`src/rtl/pipe_stage_elastic_if.sv`:
```
// Valid/ready handshake bundle for pipe_stage_elastic: upstream (in_*) and downstream (out_*) sides.
interface pipe_stage_elastic_if #(
  parameter int unsigned DATA_W = 48
);
  logic              in_valid;
  logic              in_ready;
  logic [DATA_W-1:0] in_data;
  logic              out_valid;
  logic              out_ready;
  logic [DATA_W-1:0] out_data;

  // Stage view: consumes upstream offers, produces downstream payloads.
  modport slave (
    input  in_valid, in_data, out_ready,
    output in_ready, out_valid, out_data
  );

  // Environment view: drives upstream offers and downstream ready.
  modport master (
    output in_valid, in_data, out_ready,
    input  in_ready, out_valid, out_data
  );
endinterface

```
`src/rtl/pipe_stage_elastic.sv`:
```
// Two-entry elastic pipeline stage (main + skid register) with registered backpressure.
// in_ready is a decode of held state only, so there is no out_ready -> in_ready path.
// Optional stall counter enabled by defining PIPE_STAGE_STALL_CNT_EN.
module pipe_stage_elastic #(
  parameter int unsigned       DATA_W   = 48,
  parameter logic [DATA_W-1:0] FILL_VAL = '0,
  parameter int unsigned       CNT_W    = 16
) (
  input  logic                 clk,
  input  logic                 rst,
  input  logic                 flush,
  pipe_stage_elastic_if.slave  bus,
  output logic [1:0]           occupancy,
  output logic [CNT_W-1:0]     stall_cnt
);

  // State encoding doubles as {skid_valid, main_valid}; 2'b10 is unreachable.
  localparam logic [1:0] ST_EMPTY = 2'b00;
  localparam logic [1:0] ST_ONE   = 2'b01;
  localparam logic [1:0] ST_FULL  = 2'b11;

  logic [1:0]        state_q, state_d;
  logic [DATA_W-1:0] main_q, main_d;
  logic [DATA_W-1:0] skid_q, skid_d;
  logic              main_valid;
  logic              skid_valid;
  logic              acc;
  logic              pop;

  assign main_valid = state_q[0];
  assign skid_valid = state_q[1];

  assign bus.in_ready  = ~skid_valid & ~rst;
  assign bus.out_valid = main_valid;
  assign bus.out_data  = main_q;
  assign occupancy     = {1'b0, main_valid} + {1'b0, skid_valid};

  assign acc = bus.in_valid & bus.in_ready;
  assign pop = main_valid & bus.out_ready;

  // Next-state and data-path selection; flush overrides all transitions.
  always_comb begin
    state_d = state_q;
    main_d  = main_q;
    skid_d  = skid_q;
    case (state_q)
      ST_EMPTY: begin
        if (acc) begin
          state_d = ST_ONE;
          main_d  = bus.in_data;
        end
      end
      ST_ONE: begin
        if (acc && pop) begin
          main_d  = bus.in_data;
        end else if (acc) begin
          state_d = ST_FULL;
          skid_d  = bus.in_data;
        end else if (pop) begin
          state_d = ST_EMPTY;
          main_d  = FILL_VAL;
        end
      end
      ST_FULL: begin
        if (pop) begin
          state_d = ST_ONE;
          main_d  = skid_q;
          skid_d  = FILL_VAL;
        end
      end
      default: begin
        state_d = ST_EMPTY;
        main_d  = FILL_VAL;
        skid_d  = FILL_VAL;
      end
    endcase
    if (flush) begin
      state_d = ST_EMPTY;
      main_d  = FILL_VAL;
      skid_d  = FILL_VAL;
    end
  end

  // State and entry registers with synchronous reset to the fill value.
  always_ff @(posedge clk) begin
    if (rst) begin
      state_q <= ST_EMPTY;
      main_q  <= FILL_VAL;
      skid_q  <= FILL_VAL;
    end else begin
      state_q <= state_d;
      main_q  <= main_d;
      skid_q  <= skid_d;
    end
  end

`ifdef PIPE_STAGE_STALL_CNT_EN
  logic [CNT_W-1:0] stall_q;

  // Saturating count of cycles where a valid output is held back; only rst clears it.
  always_ff @(posedge clk) begin
    if (rst) begin
      stall_q <= '0;
    end else if (main_valid && !bus.out_ready && (stall_q != {CNT_W{1'b1}})) begin
      stall_q <= stall_q + CNT_W'(1);
    end
  end

  assign stall_cnt = stall_q;
`else
  assign stall_cnt = '0;
`endif

  // A skid entry without a main entry would break ordering.
  a_skid_implies_main: assert property (@(posedge clk) disable iff (rst) !(skid_valid && !main_valid))
    else $error("pipe_stage_elastic: skid valid while main invalid");

endmodule

```
`src/flat_wrapper.sv`:
```
// flat-port wrapper written by rule: the top's interface ports become plain ports
module pipe_stage_elastic_flat 
#(
  parameter int unsigned       DATA_W   = 48,
  parameter logic [DATA_W-1:0] FILL_VAL = '0,
  parameter int unsigned       CNT_W    = 16
)
  (clk, rst, flush, occupancy, stall_cnt, bus_in_valid, bus_in_data, bus_out_ready, bus_in_ready, bus_out_valid, bus_out_data);
  pipe_stage_elastic_if #(.DATA_W(DATA_W)) bus_i ();
  input  logic clk;
  input  logic rst;
  input  logic flush;
  output logic [1:0] occupancy;
  output logic [CNT_W-1:0] stall_cnt;
  input wire logic [$bits(bus_i.in_valid)-1:0] bus_in_valid;
  input wire logic [$bits(bus_i.in_data)-1:0] bus_in_data;
  input wire logic [$bits(bus_i.out_ready)-1:0] bus_out_ready;
  output wire logic [$bits(bus_i.in_ready)-1:0] bus_in_ready;
  output wire logic [$bits(bus_i.out_valid)-1:0] bus_out_valid;
  output wire logic [$bits(bus_i.out_data)-1:0] bus_out_data;
  assign bus_i.in_valid = bus_in_valid;
  assign bus_i.in_data = bus_in_data;
  assign bus_i.out_ready = bus_out_ready;
  assign bus_in_ready = bus_i.in_ready;
  assign bus_out_valid = bus_i.out_valid;
  assign bus_out_data = bus_i.out_data;
  pipe_stage_elastic #(.DATA_W(DATA_W), .FILL_VAL(FILL_VAL), .CNT_W(CNT_W)) u_core (.clk(clk), .rst(rst), .flush(flush), .bus(bus_i), .occupancy(occupancy), .stall_cnt(stall_cnt));
endmodule
```
`config.mk`:
```
export PLATFORM = sky130hd
export DESIGN_NAME = pipe_stage_elastic_flat
export DESIGN_NICKNAME = d
export VERILOG_FILES = /design/src/rtl/pipe_stage_elastic_if.sv /design/src/rtl/pipe_stage_elastic.sv /design/src/flat_wrapper.sv
export SDC_FILE = /design/constraint.sdc
export NUM_CORES = 1
export LEC_CHECK = 0
export CORE_ASPECT_RATIO = 0.7
export CORE_UTILIZATION = 54
export DETAILED_ROUTE_END_ITERATION = 7
export PLACE_DENSITY = 0.86
export SYNTH_ARGS = -nofsm -noshare
export SYNTH_HDL_FRONTEND = slang
export SYNTH_SLANG_ARGS = --single-unit
```
`constraint.sdc`:
```
create_clock -name clk -period 5.1 [get_ports clk]
set_input_delay 1.53 -clock clk [delete_from_list [all_inputs] [get_ports clk]]
set_output_delay 1.53 -clock clk [all_outputs]
set_load 0.02 [all_outputs]
```
# Yosys cells after proc, flatten, opt, wreduce, memory -nomap -nowiden
# Cells that the tools add are included.
# totals
register_bits	98
wordCells	39
# op_classes
n_addsub	1
n_eq_ne	9
mux	14
n_bitwise	6
reduce_logical	6
# op_table
cell	count
48-bit two-way mux	6
48-bit one-hot mux with 3 select lines	2
4-bit AND reduction	3
2-bit two-way mux	5
2-bit by 1-bit inequality test with 1-bit output, second input constant	3
3-bit by 1-bit inequality test with 1-bit output, second input constant	2
2-bit one-hot mux with 3 select lines	1
1-bit AND	3
3-bit inequality test, second input constant	1
1-bit NOT	3
1-bit by 1-bit adder with 2-bit output	1
2-bit by 1-bit equality test with 1-bit output, second input constant	1
2-bit equality test, second input constant	1
2-bit zero test	1
2-bit inequality test, second input constant	1
2-bit OR reduction	1
1-bit logical AND	1

# Logic depth before layout (Yosys ltp)
# logic_depth
word_depth	6
depth_mapped	11

# Worst setup path before layout
# No wires, ideal clock.
# synth_timing
path_kind	input -> output
from	input rst
to	output bus_in_ready
arrival_time_ns	1.810
required_ns	3.570
setup_slack_ns	1.760
stages	1
cell_sequence	nor2_1
# synth_between
elab_chain_len	2
# synth_lines
element	line_no	text
from (decl)	flat_wrapper.sv:11	input logic rst;
1-bit NOT	pipe_stage_elastic.sv:33	assign bus.in_ready = ~skid_valid & ~rst;
1-bit AND	pipe_stage_elastic.sv:33	
to (decl)	flat_wrapper.sv:18	output wire logic [$bits(bus_i.in_ready)-1:0] bus_in_ready;
# No other way between the ends.

# Worst setup path in the final report
# Same ends and word-level chain as after synthesis.

==> flow_summary.json <==
{
  "setup_viol_count_final": 0,
  "yosysMostFrequentCell": "dfxtp_1",
  "syn_to_final_growth_pct": 22.69,
  "drt-initial-drc-count": 611,
  "layout.nets": 710,
  "crit_top_cell": "clkdlybuf4s50_1",
  "slowest_delay_ns": 0.61,
  "clk_path_buf_depth": 2,
  "cts_root_buffer": "clkbuf_16",
  "required_ns": 3.57,
  "final_max_slew_viol_count": 0,
  "dieArea_um2": 9689,
  "synth-edff-count": 0,
  "diodes": 0,
  "vias": 5142,
  "htreeDepth": 3,
  "initial_utilization_pct": 55.55,
  "finalPower_uw": 1723,
  "dr.pass1.iters": 8,
  "hold_path.class": "register to register",
  "min_period_over_period_pct": 83.46,
  "gp_congestion": 0.8042,
  "ys.warnings.count": 0,
  "ctsHoldBuffers": 0,
  "viasPerCell": 6.575,
  "crit_type": "input pin to output pin",
  "detail_route.wl_per_cell_um": 18.87,
  "path_clk_slew_ns": 0.07,
  "period_minus_slack_ns": 4.257,
  "fp.dieW_um": 117.2,
  "cts_sinks": 98,
  "setup_slack_ns": 0.8434,
  "max_slew_margin_pct": 9.714,
  "synth-seq-area-share_pct": 39.09,
  "track_usage_pct": 30.45,
  "dp_cells": 766,
  "cts_tree": "built",
  "synth.ff_latch_count": 98,
  "ctsResizeCount": 0,
  "crit_path_end_kind": "output pin",
  "antenna_found_initial": 0,
  "cts_setup_buffers": 0,
  "power.leakage_uw": 0.001950,
  "critPathLaunchType": "input pin",
  "pwr_density_cell_nw_per_um2": 279.8,
  "ios": 121,
  "worst-slew-pin-transition_ns": 1.351,
  "synthCells": 611,
  "rsz0062_at_grt": "no",
  "grt_pass1_vias": 4569,
  "fin_worst_skew_ns": 0.004499,
  "fin_util_pct": 68.15,
  "rows": 29,
  "cts_made_buffers": 9,
  "status": "complete, no violations",
  "hold_violations": 0,
  "core_area_um2": 9035,
  "cpMaxStageDelayCell": "clkdlybuf4s50_1",
  "final_antenna_net_count": 0,
  "path_max_fanout": 5,
  "grt-ovfl-total": 0,
  "synthTopCellsByCount": "dfxtp_1, nand4_1, o21ai_0, a22oi_1, clkbuf_1",
  "grt_max_degree": 99,
  "synth.distinct_cells": 33,
  "synthTopCellsByArea": "dfxtp_1, nand4_1, a22oi_1",
  "vdd_drop_max_mv": 0.1746,
  "grt_pass1_wl_um": 22800,
  "final_layout_size_suffix_gt1_share_pct": 8.663,
  "syn_avg_cell_area_um2": 8.214,
  "wl_um": 14760,
  "cap_violations": 0,
  "synth_area_um2": 5019,
  "cp_cell_sequence": "clkdlybuf4s50_1 > nor2_1 > clkdlybuf4s50_1",
  "drc": 0,
  "fin_cells": 782,
  "yosysTopAreaCellShare_pct": 39.09,
  "clk_latency_ns": 0.35,
  "dp_hpwl_um": 8479,
  "dp_worst_setup_slack_ns": 0.8429,
  "fmax_mhz": 234.9,
  "arrival_ns": 2.73,
  "ys_async_sr_fraction_pct": 0,
  "die_h_um": 82.66,
  "io_buffer_count": 104,
  "synthFlopType": "dfxtp_1",
  "synth_top_area_cell": "dfxtp_1",
  "tns_ns": 0
}
per-stage QoR:
stage / cell area (µm²) / hold WS [ns]
floorplan: 5075 / 0.4493
finish: 6157 / 0.4731
global route: 6157 / 0.4913
global placement: 5893 / 0.4565
detailed placement: 5893 / 0.4647
CTS: 6157 / 0.4742
power by group:
group	internal (µW)	switching, µW	leakage, µW	total (µW)
combinational	112	200	0.00103	311
sequential	779	8.16	0.000792	787
clock	330	295	0.000129	625
total	1220	503	0.00195	1720
worst paths after layout:
check,startpoint,end,slack (ns),depth (start not counted)
setup / recovery,rst,bus_in_ready,0.84,3
hold / removal,u_core.skid_q[9]$_SDFFE_PP0P_,u_core.skid_q[9]$_SDFFE_PP0P_,0.47,2
setup reg to reg,u_core.state_q[0]$_SDFFE_PP0P_,u_core.bus.out_data[42]$_SDFFE_PP0P_,1.67,7
hold reg to reg,u_core.skid_q[9]$_SDFFE_PP0P_,u_core.skid_q[9]$_SDFFE_PP0P_,0.47,2
routing by layer:
metal / track usage [%] / wire length (µm) / vias to the layer above
met5: 0 / 0 / -
met3: 7.883 / 1520 / 34
met1: 40.99 / 6136 / 2426
met2: 45.88 / 6789 / 312
met4: 13.67 / 309 / 0
li1: - / - / 2370
state kept, by name, indices dropped and copies added (netlist names):
register and flops:
u_core.skid_q 48, u_core.bus.out_data 48, u_core.state_q 2
worst max-delay path: cells and delay by family:
| family | cells | cell delay, ns |
|---|---|---|
| buffers and inverters | 2 | 1.09 |
| and+or+nand+nor | 1 | 0.11 |
cell type report:
cell class                      count  area [µm²]
Clock inverter                      5       31.28
Sequential cell                    98        1963
Timing Repair Buffer              113        1104
Tap cell                          124       155.1
Clock buffer                       11       232.7
Inverter                            2       7.507
Fill cell                         722        2878
Multi-Input combinational cell    429        2664
cells in the final DEF (no fill, tap or decap), types with 2 or more instances in the layout:
master and n:
a22oi_1 76, inv_1 2, o21ai_1 2, buf_4 9, a22oi_2 20, a21oi_1 49
mux2i_1 2, clkbuf_16 9, nand4_1 96, clkdlybuf4s50_1 103, nand2_1 4, ha_2 2
conb_1 16, clkinv_2 3, dfxtp_1 97, nor2_1 50, clkbuf_1 2, o21ai_0 94
logic make-up (layout without fill, tap and decap cells):
group | after synthesis | in the layout | share of synthesized area, %
muxes | 2 | 2 | 0.3989
other | 1 | 16 | 0.07472
DFF | 98 | 98 | 39.09
buffers and inverters | 99 | 131 | 9.972
and+or+nand+nor | 158 | 158 | 17.05
adders and majority gates | 4 | 4 | 0.9973
AOI/OAI and AO/OA | 249 | 249 | 32.41
Power figures use the tool's default switching activity.
